File: config.mk
export PLATFORM = sky130hd
export DESIGN_NAME = toggle_event_decoder_flat
export DESIGN_NICKNAME = d
export VERILOG_FILES = /design/src/rtl/toggle_event_decoder_if.sv /design/src/rtl/toggle_event_decoder.sv /design/src/flat_wrapper.sv
export SDC_FILE = /design/constraint.sdc
export NUM_CORES = 1
export LEC_CHECK = 0
export CORE_MARGIN = 4
export CORE_UTILIZATION = 44
export CTS_CLUSTER_SIZE = 14
export DETAILED_ROUTE_END_ITERATION = 6
export PLACE_DENSITY_LB_ADDON = 0.12
export SLEW_MARGIN = 10
export SYNTH_ARGS = -nofsm -noshare
export SYNTH_HDL_FRONTEND = slang
export SYNTH_SLANG_ARGS = --single-unit
File: constraint.sdc
create_clock -name clk -period 2.15 [get_ports clk]
set_input_delay 0.645 -clock clk [delete_from_list [all_inputs] [get_ports clk]]
set_output_delay 0.645 -clock clk [all_outputs]
set_load 0.05 [all_outputs]
File: src/rtl/toggle_event_decoder_if.sv
// Consumer-side handshake bundle for toggle_event_decoder.
// The decoder drives the pending-event view (master); the consumer drives evt_ready (slave).
interface toggle_event_decoder_if #(
  parameter int DEPTH = 8
) ();
  localparam int PEND_W = $clog2(DEPTH + 1);

  logic              evt_valid;
  logic              evt_ready;
  logic [PEND_W-1:0] pend_cnt;

  modport master (
    output evt_valid,
    output pend_cnt,
    input  evt_ready
  );

  modport slave (
    input  evt_valid,
    input  pend_cnt,
    output evt_ready
  );
endinterface

File: src/rtl/toggle_event_decoder.sv
// toggle_event_decoder: turns level changes of a remote T-ff output back into one-cycle
// event pulses, queues them as a saturating pending count drained over valid/ready, and
// keeps a wrapping total counter plus a sticky overflow flag for debug.
// Optional build macro TOGGLE_DEC_SYNC_EN: insert a 2-flop synchronizer ahead of the
// edge detector for an asynchronous tog_in (one extra cycle of latency, 2-edge INIT).
module toggle_event_decoder #(
  parameter int DEPTH = 8,
  parameter int CNT_W = 16
) (
  input  logic                   clk,
  input  logic                   reset,
  input  logic                   tog_in,
  output logic                   evt_pulse,
  output logic [CNT_W-1:0]       evt_total,
  output logic                   overflow,
  input  logic                   clr_ovf,
  toggle_event_decoder_if.master evt_if
);

  localparam int PEND_W = $clog2(DEPTH + 1);

  localparam logic [0:0] ST_INIT = 1'b0;
  localparam logic [0:0] ST_RUN  = 1'b1;

`ifdef TOGGLE_DEC_SYNC_EN
  localparam int N_SYNC = 2;
`else
  localparam int N_SYNC = 1;
`endif

  logic [0:0]        state_q;
  logic              init_cnt_q;
  logic              samp_in;
  logic              s_p1;
  logic              prev_p2;
  logic              det;
  logic              acc;
  logic              pop;
  logic [PEND_W-1:0] pend_q;

  // Saturating pending-count update; a pop never happens at zero because it needs evt_valid.
  function automatic logic [PEND_W-1:0] pend_next(input logic [PEND_W-1:0] cur,
                                                  input logic a, input logic p);
    logic [PEND_W-1:0] nxt;
    nxt = cur;
    if (a && !p) begin
      if (cur < PEND_W'(DEPTH)) nxt = cur + 1'b1;
    end else if (!a && p) begin
      nxt = cur - 1'b1;
    end
    return nxt;
  endfunction

  // Sticky overflow: a dropped event wins over a clear in the same cycle.
  function automatic logic ovf_next(input logic cur, input logic a, input logic p,
                                    input logic [PEND_W-1:0] cnt, input logic clr);
    logic nxt;
    if (a && !p && (cnt == PEND_W'(DEPTH))) nxt = 1'b1;
    else if (clr)                           nxt = 1'b0;
    else                                    nxt = cur;
    return nxt;
  endfunction

  // ---- stage p0: optional synchronizer front end ----
`ifdef TOGGLE_DEC_SYNC_EN
  logic s1_p0;

  // First synchronizer flop for the asynchronous link input.
  always_ff @(posedge clk) begin
    if (reset) s1_p0 <= 1'b0;
    else       s1_p0 <= tog_in;
  end

  assign samp_in = s1_p0;
`else
  assign samp_in = tog_in;
`endif

  // ---- stage p1/p2: sample and previous-sample registers ----
  // During INIT prev is loaded with the same value as s so the idle link level
  // present at reset release never looks like an edge.
  always_ff @(posedge clk) begin
    if (reset) begin
      s_p1    <= 1'b0;
      prev_p2 <= 1'b0;
    end else begin
      s_p1    <= samp_in;
      prev_p2 <= (state_q == ST_INIT) ? samp_in : s_p1;
    end
  end

  assign det = s_p1 ^ prev_p2;
  assign acc = det && (state_q == ST_RUN);
  assign pop = evt_if.evt_valid && evt_if.evt_ready;

  // Start-up FSM: stay in INIT for N_SYNC edges while the sample chain fills, then RUN.
  always_ff @(posedge clk) begin
    if (reset) begin
      state_q    <= ST_INIT;
      init_cnt_q <= 1'b0;
    end else if (state_q == ST_INIT) begin
      if (init_cnt_q == 1'(N_SYNC - 1)) state_q <= ST_RUN;
      else                              init_cnt_q <= init_cnt_q + 1'b1;
    end
  end

  // ---- stage p3: event pulse, queue, counters ----
  // Event outputs, pending queue, total counter and overflow flag update together.
  always_ff @(posedge clk) begin
    if (reset) begin
      evt_pulse <= 1'b0;
      pend_q    <= '0;
      evt_total <= '0;
      overflow  <= 1'b0;
    end else begin
      evt_pulse <= acc;
      pend_q    <= pend_next(pend_q, acc, pop);
      overflow  <= ovf_next(overflow, acc, pop, pend_q, clr_ovf);
      if (acc) evt_total <= evt_total + CNT_W'(1);
    end
  end

  assign evt_if.pend_cnt  = pend_q;
  assign evt_if.evt_valid = (pend_q != '0);

endmodule

File: src/flat_wrapper.sv
// flat-port wrapper written by rule: the top's interface ports become plain ports
module toggle_event_decoder_flat 
#(
  parameter int DEPTH = 8,
  parameter int CNT_W = 16
)
  (clk, reset, tog_in, evt_pulse, evt_total, overflow, clr_ovf, evt_if_evt_valid, evt_if_pend_cnt, evt_if_evt_ready);
  toggle_event_decoder_if #(.DEPTH(DEPTH)) evt_if_i ();
  input  logic clk;
  input  logic reset;
  input  logic tog_in;
  output logic evt_pulse;
  output logic [CNT_W-1:0] evt_total;
  output logic overflow;
  input  logic clr_ovf;
  output wire logic [$bits(evt_if_i.evt_valid)-1:0] evt_if_evt_valid;
  output wire logic [$bits(evt_if_i.pend_cnt)-1:0] evt_if_pend_cnt;
  input wire logic [$bits(evt_if_i.evt_ready)-1:0] evt_if_evt_ready;
  assign evt_if_evt_valid = evt_if_i.evt_valid;
  assign evt_if_pend_cnt = evt_if_i.pend_cnt;
  assign evt_if_i.evt_ready = evt_if_evt_ready;
  toggle_event_decoder #(.DEPTH(DEPTH), .CNT_W(CNT_W)) u_core (.clk(clk), .reset(reset), .tog_in(tog_in), .evt_pulse(evt_pulse), .evt_total(evt_total), .overflow(overflow), .clr_ovf(clr_ovf), .evt_if(evt_if_i));
endmodule
==> flow_summary.json <==
{
  "yosysUniqueCellTypes": 37,
  "finalSetupViolations": 4,
  "row_count": 19,
  "cts_tree": "built",
  "netlist_top_cells_count": "dfxtp_1, nand2_1, nor2_1, a21oi_1, xnor2_1",
  "cp_top_family": "simple AND/OR/NAND/NOR gates",
  "clkSlewWorstSetupHoldPaths_ps": 130,
  "yosys_register_bits": 25,
  "finalWorstPathRequiredPeriod_ps": 2230,
  "async_flop_share_pct": 0,
  "initialDrtViolationCount": 41,
  "final_cells": 227,
  "path_class": "reg -> reg",
  "total_leakage_power_nw": 0.708,
  "overflow": 0,
  "worstPathCellList": "or4_4, nand2_4, nand2_4, fa_2, xnor2_2, nor3_1, a21oi_1, a2bb2oi_1, o221ai_1",
  "syn_nets": 166,
  "drive_gt1_share_pct": 31.6,
  "globalRouteTotalUtil_pct": 17.7,
  "crit_top_cell": "nand2_4",
  "dp_hpwl_um": 2370,
  "n_antenna_cell": 0,
  "tightest_slew_ps": 506,
  "vias": 1237,
  "die_x_um": 61.7,
  "vias_per_cell": 5.45,
  "holdBufCountCts": 0,
  "cp-end-kind": "flop",
  "fin_skew_ps": 10.3,
  "synth_area_per_cell_um2": 8.09,
  "synth_top_area_share_pct": 39.4,
  "synth_most_common_cell": "dfxtp_1",
  "start_kind": "flop",
  "ios": 28,
  "grt_max_degree": 19,
  "place_inst": 222,
  "drt-total-wl_um": 3120,
  "period_share_pct": 104,
  "cpPeakStageDelay_ps": 560,
  "slew-limit-headroom_pct": 66.2,
  "floorplan.initialDensity_pct": 46.1,
  "yosys-top-cells-area": "dfxtp_1, xnor2_1, nand2_1",
  "clock.fmax_ghz": 0.449,
  "antenna_found_initial": 0,
  "yosys.area.top_type": "dfxtp_1",
  "die_y_um": 61.7,
  "syn-cell-area_um2": 1270,
  "p_per_area_nw_per_um2": 1020,
  "synth_edf_count": 0,
  "cp_data_required_time_ps": 2350,
  "grt_pass1_wl_um": 5110,
  "fin_ws_ps": -75.4,
  "hold_viol_final": 0,
  "grt_pass1_vias": 1128,
  "ant_nets": 0,
  "port_buffers": 27,
  "cp.arrival_ps": 2430,
  "gp_congestion": 0.859,
  "wl_per_cell_um": 13.8,
  "clock_sinks": 25,
  "htreeDepth": 1,
  "ir_drop_v": 0.00102,
  "nets": 206,
  "drtPass1Iterations": 4,
  "maxCapViolations": 0,
  "cts_made_buffers": 3,
  "area_delta_synth_final_pct": 37.6,
  "slew_violations": 0,
  "synth_warnings": 0,
  "ys_seq_area_share_pct": 39.4,
  "dieArea_um2": 3810,
  "violations": "setup timing",
  "cp.buffers_inverters": 0,
  "clockRootBuffer": "clkbuf_4",
  "hp-class": "reg -> reg",
  "worstPathMaxFanout": 3,
  "ys.flop_type": "dfxtp_1",
  "synth_cells": 157,
  "slowest_stage": "or4_4",
  "clockBufferDepth": 2,
  "outcome": "finished with violations",
  "core_um2": 2760,
  "drc": 0,
  "rsz0062_at_grt": "true",
  "clkLatencyLatePin_ps": 320,
  "dp_slack_ps": -320
}
==> worst paths after layout <==
| kind | startpoint | to | slack, ps | cells past startpoint |
|---|---|---|---|---|
| worst max-delay path | u_core.evt_if.pend_cnt[3]$_SDFFE_PP0P_ | u_core.evt_if.pend_cnt[2]$_SDFFE_PP0P_ | -80 | 9 |
| worst min-delay path | u_core.overflow$_SDFFE_PP0P_ | u_core.overflow$_SDFFE_PP0P_ | 500 | 2 |
| worst max register to register | u_core.evt_if.pend_cnt[3]$_SDFFE_PP0P_ | u_core.evt_if.pend_cnt[2]$_SDFFE_PP0P_ | -80 | 9 |
| worst min register to register | u_core.overflow$_SDFFE_PP0P_ | u_core.overflow$_SDFFE_PP0P_ | 500 | 2 |
==> layer usage <==
metal,track usage [%],wire length [um]
met4,4.24,55
met5,0,0
met3,2.69,146
met1,24.6,1510
met2,28.8,1410
==> flip-flops by register name, indices dropped and copies added (netlist names) <==
register                flops
u_core.evt_if.pend_cnt      4
u_core.evt_pulse            1
u_core.evt_total           16
u_core.overflow             1
u_core.prev_p2              1
u_core.s_p1                 1
u_core.state_q              1
==> layout by cell type, fill, tap and decap left out, types with 3 or more instances in the layout <==
cell and count:
a21oi_1 7, a21oi_2 3, buf_4 34, clkbuf_4 3, clkdlybuf4s50_1 5, dfxtp_1 22, inv_1 4, nand2_1 15
nand2_4 3, nand3_1 9, nand4_1 4, nor2_1 20, nor3_1 6, nor4_1 4, o21ai_0 3, xnor2_1 10
xor2_1 4
==> logic make-up (layout without fill, tap and decap cells) <==
| group | after synthesis | after routing | synth area share, % |
|---|---|---|---|
| and+or+nand+nor | 76 | 76 | 28.7 |
| AOI/OAI and AO/OA | 24 | 24 | 11.4 |
| xor gates and xnor gates | 16 | 16 | 11.6 |
| DFF | 25 | 25 | 39.4 |
| buffers and inverters | 11 | 50 | 3.55 |
| muxes | 1 | 1 | 0.788 |
| adders and majority gates | 4 | 4 | 4.53 |
==> through the flow <==
step	cell area (um^2)	utilization (%)	TNS, ps	total power [mW]	hold WS [ps]
6_report	1750	63.4	-210	1.78	498
3_3_place_gp	1660	60.0	-678	1.43	469
4_1_cts	1700	61.6	-178	1.70	514
2_1_floorplan	1330	-	-702	1.19	522
3_5_place_dp	1660	60.0	-880	1.47	480
5_1_grt	1750	63.4	-565	1.88	539
==> final cells by class <==
class	count	area, um^2
Tap cell	31	38.8
Clock buffer	3	22.5
Multi-Input combinational cell	121	820
Inverter	4	15.0
Sequential cell	25	507
Clock inverter	1	5.00
Fill cell	247	1010
Timing Repair Buffer	42	340
==> where the power goes <==
part / internal, mW / switching [mW]
logic: 0.441 / 0.594
clock network: 0.0696 / 0.141
registers: 0.514 / 0.0251
==> worst min-delay path, delay by kind of cell (launching register included) <==
kind,cells,cell delay (ps)
compound gates,1,60
simple gates,1,70
flops,1,350
==> what timing repair did <==
action,CTS,global route
buffers inserted,1,0
resized for setup,2,10
setup endpoints to repair,4,5
pin swaps,12,6
gates cloned,0,0
(Power assumes the default switching activity.)
